## src/rtl/hyperram_burst_requester.sv

```systemverilog
`timescale 1ns/1ps
// Packs a byte stream into bursts for the HyperRAM write FIFO and queues write
// and read requests with a ring-buffer address and credit-limited issue.
module hyperram_burst_requester #(
   parameter int unsigned MAX_BURST       = 1280,
   parameter logic [22:0] BASE_ADR        = 23'h000000,
   parameter logic [22:0] RING_WORDS      = 23'h100000,
   parameter int unsigned MAX_OUTSTANDING = 4
) (
   input  logic        clk_50,
   input  logic        resetn,
   input  logic [7:0]  s_data,
   input  logic        s_valid,
   input  logic        s_last,
   output logic        s_ready,
   input  logic        rd_cmd_valid,
   input  logic [22:0] rd_cmd_adr,
   input  logic [10:0] rd_cmd_len,
   output logic        rd_cmd_ready,
   input  logic        busy_in,
   output logic [22:0] req_adr,
   output logic [10:0] req_len,
   output logic        req_rw,
   output logic        req_strobe,
   output logic [7:0]  wr_data,
   output logic        wr_req,
   output logic [2:0]  outstanding,
   output logic [15:0] wrap_cnt
);

   localparam int unsigned AW  = 23;
   localparam int unsigned AW1 = AW + 1;
   localparam int unsigned LW  = 11;
   localparam int unsigned OW  = 3;
   localparam int unsigned WW  = 16;
   localparam int unsigned DW  = 8;

   localparam logic [AW1-1:0] HALF_BURST = AW1'(MAX_BURST / 2);
   localparam logic [AW1-1:0] RING_END   = AW1'(BASE_ADR) + AW1'(RING_WORDS);
   localparam logic [LW-1:0]  BURST_LEN  = LW'(MAX_BURST);

   typedef enum logic [2:0] {
      ST_IDLE,
      ST_FILL,
      ST_PAD,
      ST_ISSUE,
      ST_GAP1,
      ST_GAP2
   } state_e;

   state_e state_q, state_d;

   logic [LW-1:0] count_q, count_d;
   logic [AW-1:0] wr_ptr_q, wr_ptr_d;
   logic [AW-1:0] burst_adr_q, burst_adr_d;
   logic [AW-1:0] rd_adr_q, rd_adr_d;
   logic [LW-1:0] rd_len_q, rd_len_d;
   logic          is_rd_q, is_rd_d;
   logic          cont_q, cont_d;
   logic          busy_q;
   logic [OW-1:0] outstanding_q, outstanding_d;
   logic [WW-1:0] wrap_cnt_q, wrap_cnt_d;
   logic [AW-1:0] req_adr_q, req_adr_d;
   logic [LW-1:0] req_len_q, req_len_d;
   logic          req_rw_q, req_rw_d;
   logic          req_strobe_q, req_strobe_d;
   logic [DW-1:0] wr_data_q, wr_data_d;
   logic          wr_req_q, wr_req_d;
   logic          rd_cmd_ready_q, rd_cmd_ready_d;
   logic          s_ready_q, s_ready_d;

   logic          accept_c;
   logic          credit_free_c;
   logic          wrap_hit_c;
   logic          busy_fall_c;
   logic [LW-1:0] count_inc_c;
   logic          start_burst_c;
   logic          issue_c;
   logic          retire_c;

   assign accept_c      = s_valid & s_ready_q;
   assign credit_free_c = 32'(outstanding_q) < MAX_OUTSTANDING;
   assign wrap_hit_c    = ({1'b0, wr_ptr_q} + HALF_BURST) > RING_END;
   assign busy_fall_c   = busy_q & ~busy_in;
   assign count_inc_c   = count_q + LW'(1);

   // State register
   always_ff @(posedge clk_50 or negedge resetn) begin
      if (!resetn) begin
         state_q <= ST_IDLE;
      end else begin
         state_q <= state_d;
      end
   end

   // Next-state logic
   always_comb begin
      state_d = state_q;
      case (state_q)
         ST_IDLE: begin
            if (accept_c) begin
               state_d = s_last ? ST_PAD : ST_FILL;
            end else if (rd_cmd_valid && credit_free_c) begin
               state_d = ST_ISSUE;
            end
         end
         ST_FILL: begin
            if (accept_c) begin
               if (s_last) begin
                  state_d = count_inc_c[0] ? ST_PAD : ST_ISSUE;
               end else if (count_inc_c == BURST_LEN) begin
                  state_d = ST_ISSUE;
               end
            end
         end
         ST_PAD:   state_d = ST_ISSUE;
         ST_ISSUE: state_d = ST_GAP1;
         ST_GAP1:  state_d = ST_GAP2;
         ST_GAP2:  state_d = cont_q ? ST_FILL : ST_IDLE;
         default:  state_d = ST_IDLE;
      endcase
   end

   // Datapath and registered-output next values
   always_comb begin
      count_d        = count_q;
      wr_ptr_d       = wr_ptr_q;
      burst_adr_d    = burst_adr_q;
      rd_adr_d       = rd_adr_q;
      rd_len_d       = rd_len_q;
      is_rd_d        = is_rd_q;
      cont_d         = cont_q;
      wrap_cnt_d     = wrap_cnt_q;
      req_adr_d      = req_adr_q;
      req_len_d      = req_len_q;
      req_rw_d       = req_rw_q;
      req_strobe_d   = 1'b0;
      wr_data_d      = wr_data_q;
      wr_req_d       = 1'b0;
      rd_cmd_ready_d = 1'b0;
      start_burst_c  = 1'b0;
      issue_c        = 1'b0;

      case (state_q)
         ST_IDLE: begin
            if (accept_c) begin
               count_d       = LW'(1);
               wr_data_d     = s_data;
               wr_req_d      = 1'b1;
               is_rd_d       = 1'b0;
               cont_d        = ~s_last;
               start_burst_c = 1'b1;
            end else if (rd_cmd_valid && credit_free_c) begin
               rd_cmd_ready_d = 1'b1;
               rd_adr_d       = rd_cmd_adr;
               rd_len_d       = rd_cmd_len;
               is_rd_d        = 1'b1;
               cont_d         = 1'b0;
            end
         end
         ST_FILL: begin
            if (accept_c) begin
               count_d   = count_inc_c;
               wr_data_d = s_data;
               wr_req_d  = 1'b1;
               cont_d    = ~s_last;
            end
         end
         ST_PAD: begin
            wr_data_d = '0;
            wr_req_d  = 1'b1;
            count_d   = count_inc_c;
         end
         ST_ISSUE: begin
            issue_c      = 1'b1;
            req_strobe_d = 1'b1;
            if (is_rd_q) begin
               req_adr_d = rd_adr_q;
               req_len_d = rd_len_q;
               req_rw_d  = 1'b1;
            end else begin
               req_adr_d = burst_adr_q;
               req_len_d = count_q;
               req_rw_d  = 1'b0;
               wr_ptr_d  = wr_ptr_q + AW'(count_q >> 1);
            end
         end
         ST_GAP2: begin
            if (cont_q) begin
               count_d       = '0;
               start_burst_c = 1'b1;
            end
         end
         default: ;
      endcase

      // A burst that would run past the ring end restarts at the ring base
      if (start_burst_c) begin
         if (wrap_hit_c) begin
            wr_ptr_d    = BASE_ADR;
            burst_adr_d = BASE_ADR;
            if (wrap_cnt_q != '1) begin
               wrap_cnt_d = wrap_cnt_q + WW'(1);
            end
         end else begin
            burst_adr_d = wr_ptr_q;
         end
      end
   end

   // Credit accounting; a completion with nothing outstanding is dropped
   assign retire_c = busy_fall_c && (outstanding_q != '0);

   always_comb begin
      outstanding_d = outstanding_q;
      if (issue_c && !retire_c) begin
         outstanding_d = outstanding_q + OW'(1);
      end else if (!issue_c && retire_c) begin
         outstanding_d = outstanding_q - OW'(1);
      end
      s_ready_d = ((state_d == ST_IDLE) || (state_d == ST_FILL)) &&
                  (32'(outstanding_d) < MAX_OUTSTANDING);
   end

   always_ff @(posedge clk_50 or negedge resetn) begin
      if (!resetn) begin
         count_q        <= '0;
         wr_ptr_q       <= BASE_ADR;
         burst_adr_q    <= '0;
         rd_adr_q       <= '0;
         rd_len_q       <= '0;
         is_rd_q        <= 1'b0;
         cont_q         <= 1'b0;
         busy_q         <= 1'b0;
         outstanding_q  <= '0;
         wrap_cnt_q     <= '0;
         req_adr_q      <= '0;
         req_len_q      <= '0;
         req_rw_q       <= 1'b0;
         req_strobe_q   <= 1'b0;
         wr_data_q      <= '0;
         wr_req_q       <= 1'b0;
         rd_cmd_ready_q <= 1'b0;
         s_ready_q      <= 1'b0;
      end else begin
         count_q        <= count_d;
         wr_ptr_q       <= wr_ptr_d;
         burst_adr_q    <= burst_adr_d;
         rd_adr_q       <= rd_adr_d;
         rd_len_q       <= rd_len_d;
         is_rd_q        <= is_rd_d;
         cont_q         <= cont_d;
         busy_q         <= busy_in;
         outstanding_q  <= outstanding_d;
         wrap_cnt_q     <= wrap_cnt_d;
         req_adr_q      <= req_adr_d;
         req_len_q      <= req_len_d;
         req_rw_q       <= req_rw_d;
         req_strobe_q   <= req_strobe_d;
         wr_data_q      <= wr_data_d;
         wr_req_q       <= wr_req_d;
         rd_cmd_ready_q <= rd_cmd_ready_d;
         s_ready_q      <= s_ready_d;
      end
   end

   assign s_ready      = s_ready_q;
   assign rd_cmd_ready = rd_cmd_ready_q;
   assign req_adr      = req_adr_q;
   assign req_len      = req_len_q;
   assign req_rw       = req_rw_q;
   assign req_strobe   = req_strobe_q;
   assign wr_data      = wr_data_q;
   assign wr_req       = wr_req_q;
   assign outstanding  = outstanding_q;
   assign wrap_cnt     = wrap_cnt_q;

endmodule

```

## config.mk

```make
export PLATFORM = sky130hd
export DESIGN_NAME = hyperram_burst_requester
export DESIGN_NICKNAME = d
export VERILOG_FILES = /design/src/rtl/hyperram_burst_requester.sv
export SDC_FILE = /design/constraint.sdc
export NUM_CORES = 1
export LEC_CHECK = 0
export CORE_ASPECT_RATIO = 1.25
export CORE_UTILIZATION = 49
export DETAILED_ROUTE_END_ITERATION = 7
export PLACE_DENSITY = 0.76
export SLEW_MARGIN = 10
export SYNTH_ARGS = -nofsm -noshare
export SYNTH_HDL_FRONTEND = slang
export SYNTH_SLANG_ARGS = --single-unit
```

## constraint.sdc

```tcl
create_clock -name clk_50 -period 2.5 [get_ports clk_50]
set_input_delay 0.375 -clock clk_50 [delete_from_list [all_inputs] [get_ports clk_50]]
set_output_delay 0.375 -clock clk_50 [all_outputs]
set_load 0.05 [all_outputs]
```

==> impl_metrics.tcl <==
set metrics [dict create \
    num_vias 6402 \
    drive_gt1_frac 0.186 \
    grt_first_pass_wirelength_mm 30.9 \
    fin_nets 996 \
    grtUsageMet2 0.398 \
    dp_hpwl_mm 12.7 \
    power_w 0.0111 \
    layout_commonest_cell "dfrtp_1" \
    antenna_found_initial 0 \
    die_y_um 144 \
    postRouteAntennaNets 0 \
    fmaxAchievable_mhz 387 \
    grt_busiest_layer "met2" \
    area_growth_pct 32.3 \
    die_x_um 116 \
    fp.dieArea_um2 16600 \
    avgViaCountPerCell 5.55 \
    cts_buffer_depth 2 \
    yosys_register_bits 163 \
    critPathCaptureType "flop" \
    met1_usage 0.310 \
    pre_cts_ws_ns -0.160 \
    worstSetupStartpointType "flop" \
    slew_headroom 0.564 \
    io_buffer_count 113 \
    worstReg2RegStart "wr_ptr_q[7]" \
    power.leakage_nw 4.58 \
    critPathRequiredTime_ns 2.82 \
    crit_arrival_ns 2.90 \
    routabilityCongestion 0.863 \
    multi_input_area_um2 3750 \
    clk_pin_slew_ns 0.07 \
    yosys_most_used_dff "dfrtp_1" \
    core-area_um2 15700 \
    crit_start "wr_ptr_q[7]" \
    worst_slew_pin_slew_ns 0.655 \
    synth.avg_cell_area_um2 10.2 \
    first_pass_iters 5 \
    hold_viol 0 \
    holdWs_ns 0.425 \
    r2r_end "wrap_cnt[12]" \
    layout_worst_path_cycle_share 1.03 \
    async_reset_ff_frac 1.00 \
    setup_viol 18 \
    drv_cap 0 \
    ir_drop_mv 0.489 \
    final_max_slew_viol_count 0 \
    overflow 0 \
    status "complete, but fails checks" \
    drt_iter0_drc 652 \
    cts_inserted_buffers 17 \
    initial_core_util 0.503 \
    cts_tree "built" \
    final_cell_mix "dfrtp_1 (155), nand2_1 (116), clkdlybuf4s50_1 (112)" \
    grt_use_met3 0.0527 \
    crit_end "wrap_cnt[12]" \
    drc 0 \
    wire_per_inst_um 16.4 \
    rows 51 \
    fin_ws_ns -0.0862 \
    grt_pass1_vias 6360 \
    fin_skew_ns 0.00935 \
    wl_mm 18.9 \
    htree_levels 4 \
    yosys_warnings 0 \
    syn_area_um2 7900 \
    cts_root_buffer "clkbuf_16" \
    critPathKind "reg -> reg" \
    synth_edf_count 0 \
    synth_cell_types 59 \
    grt_max_degree 61 \
    crit_fanout 10 \
    synthCells 773 \
    r2r_slack_ns -0.09 \
    syn_nets 840 \
    seq_area_frac_synth 0.516 \
    violations "negative setup slack" \
    io_pins 114 \
    regArea_um2 4090 \
    cts.sinks 163 \
    fin_crit_ns 2.59 \
    rsz0062_at_grt "true" \
    power_density_nw_per_um2 1060 \
    fill_cells 1201 \
    grt_use_total 0.240 \
    n_antenna_cell 0 \
    reg2reg_depth 9 \
    worstHoldPathType "in -> reg" \
    clk_latency_ns 0.43 \
]
==> layer usage <==
metal / routed length (um) / vias to the layer above
met1: 8280 / 3157
met4: 274 / 0
met3: 798 / 26
li1: - / 3047
met2: 9530 / 172
met5: 0 / -
==> registers in the layout, summed over array words and instances, names as in the netlist, 3 cells and up <==
register / count
wrap_cnt: 16
rd_len_q: 11
burst_adr_q: 23
req_len: 11
state_q: 3
outstanding: 3
wr_data: 8
rd_adr_q: 23
wr_ptr_q: 23
req_adr: 23
count_q: 11
==> repair_timing <==
item / CTS / global route
cloned: 0 / 1
gates resized for setup: 11 / 36
endpoints found under the setup margin: 33 / 56
hold buffers: 1 / 0
setup buffers: 2 / 2
pin swaps: 3 / 9
endpoints found under the hold margin: 57 / 0
==> Yosys cell counts, types with 3 or more instances <==
library cell	number	area [um^2]
a211oi_1	8	60.1
a21o_1	7	52.6
a21oi_1	25	125
a22o_1	10	87.6
a31oi_1	5	31.3
and2_1	8	50.1
and3_1	9	56.3
and4_1	3	26.3
buf_1	4	15.0
buf_2	8	40.0
buf_6	4	45.0
clkbuf_1	30	113
dfrtp_1	163	4080
ha_1	18	225
inv_1	11	41.3
mux2_2	34	383
mux2i_1	36	360
nand2_1	117	439
nand2b_1	6	37.5
nand3_1	20	100
nand3b_1	3	22.5
nand4_1	16	100
nor2_1	42	158
nor2b_1	3	18.8
nor3_1	12	60.1
nor3b_1	5	37.5
nor4_1	3	18.8
o21ai_0	79	395
o31ai_1	7	52.6
o32ai_1	3	26.3
or3_1	6	37.5
xnor2_1	20	175
xor2_1	15	131
==> where the power goes <==
group | leakage (nW) | internal (W) | switching, W
clock | 0.260 | 0.00140 | 0.00107
sequential | 2.10 | 0.00344 | 0.000508
combinational | 2.22 | 0.00193 | 0.00274
total | 4.58 | 0.00677 | 0.00432
==> critical path, cell delays in order (launching register included) <==
cell,delay [ns]
dfrtp_1,0.39
ha_1,0.31
or4_4,0.42
nor3_2,0.12
nand4_1,0.11
a2111o_1,0.35
o21ai_4,0.18
a21oi_4,0.13
nand4_1,0.15
mux2_4,0.30
==> cells by family (layout without fill, tap and decap cells) <==
family,Yosys count,after routing,synth area share
simple gates,264,264,0.159
buf+inv,57,225,0.0322
mux,72,72,0.0969
flops,163,163,0.516
fa+ha+maj,19,19,0.0310
compound gates,163,163,0.125
xor+xnor,35,35,0.0388
==> metrics by stage <==
step	utilization	TNS (ns)	instances	cell area (um^2)
floorplan	-	-0.00343	773	7910
global placement	0.614	-0.994	1116	9630
detailed placement	0.614	-1.52	1116	9630
CTS	0.653	-0.0377	1150	10300
global route	0.666	-4.50	1153	10400
finish	0.666	-0.705	1153	10400
==> layout make-up <==
class,instances,share of cell area
Clock buffer,21,0.0431
Clock inverter,10,0.00970
Inverter,11,0.00395
Multi-Input combinational cell,553,0.359
Sequential cell,163,0.391
Tap cell,212,0.0254
Timing Repair Buffer,183,0.168
==> worst min-delay path by stage <==
stage	from	to	depth (start not counted)
after global placement	resetn	req_len[8]	1
final	busy_in	busy_q	1
after detailed placement	resetn	req_len[8]	1
after CTS	busy_in	busy_q	1
after floorplan	resetn	burst_adr_q[0]	0
after global routing	busy_in	busy_q	1
(Power assumes the default switching activity.)
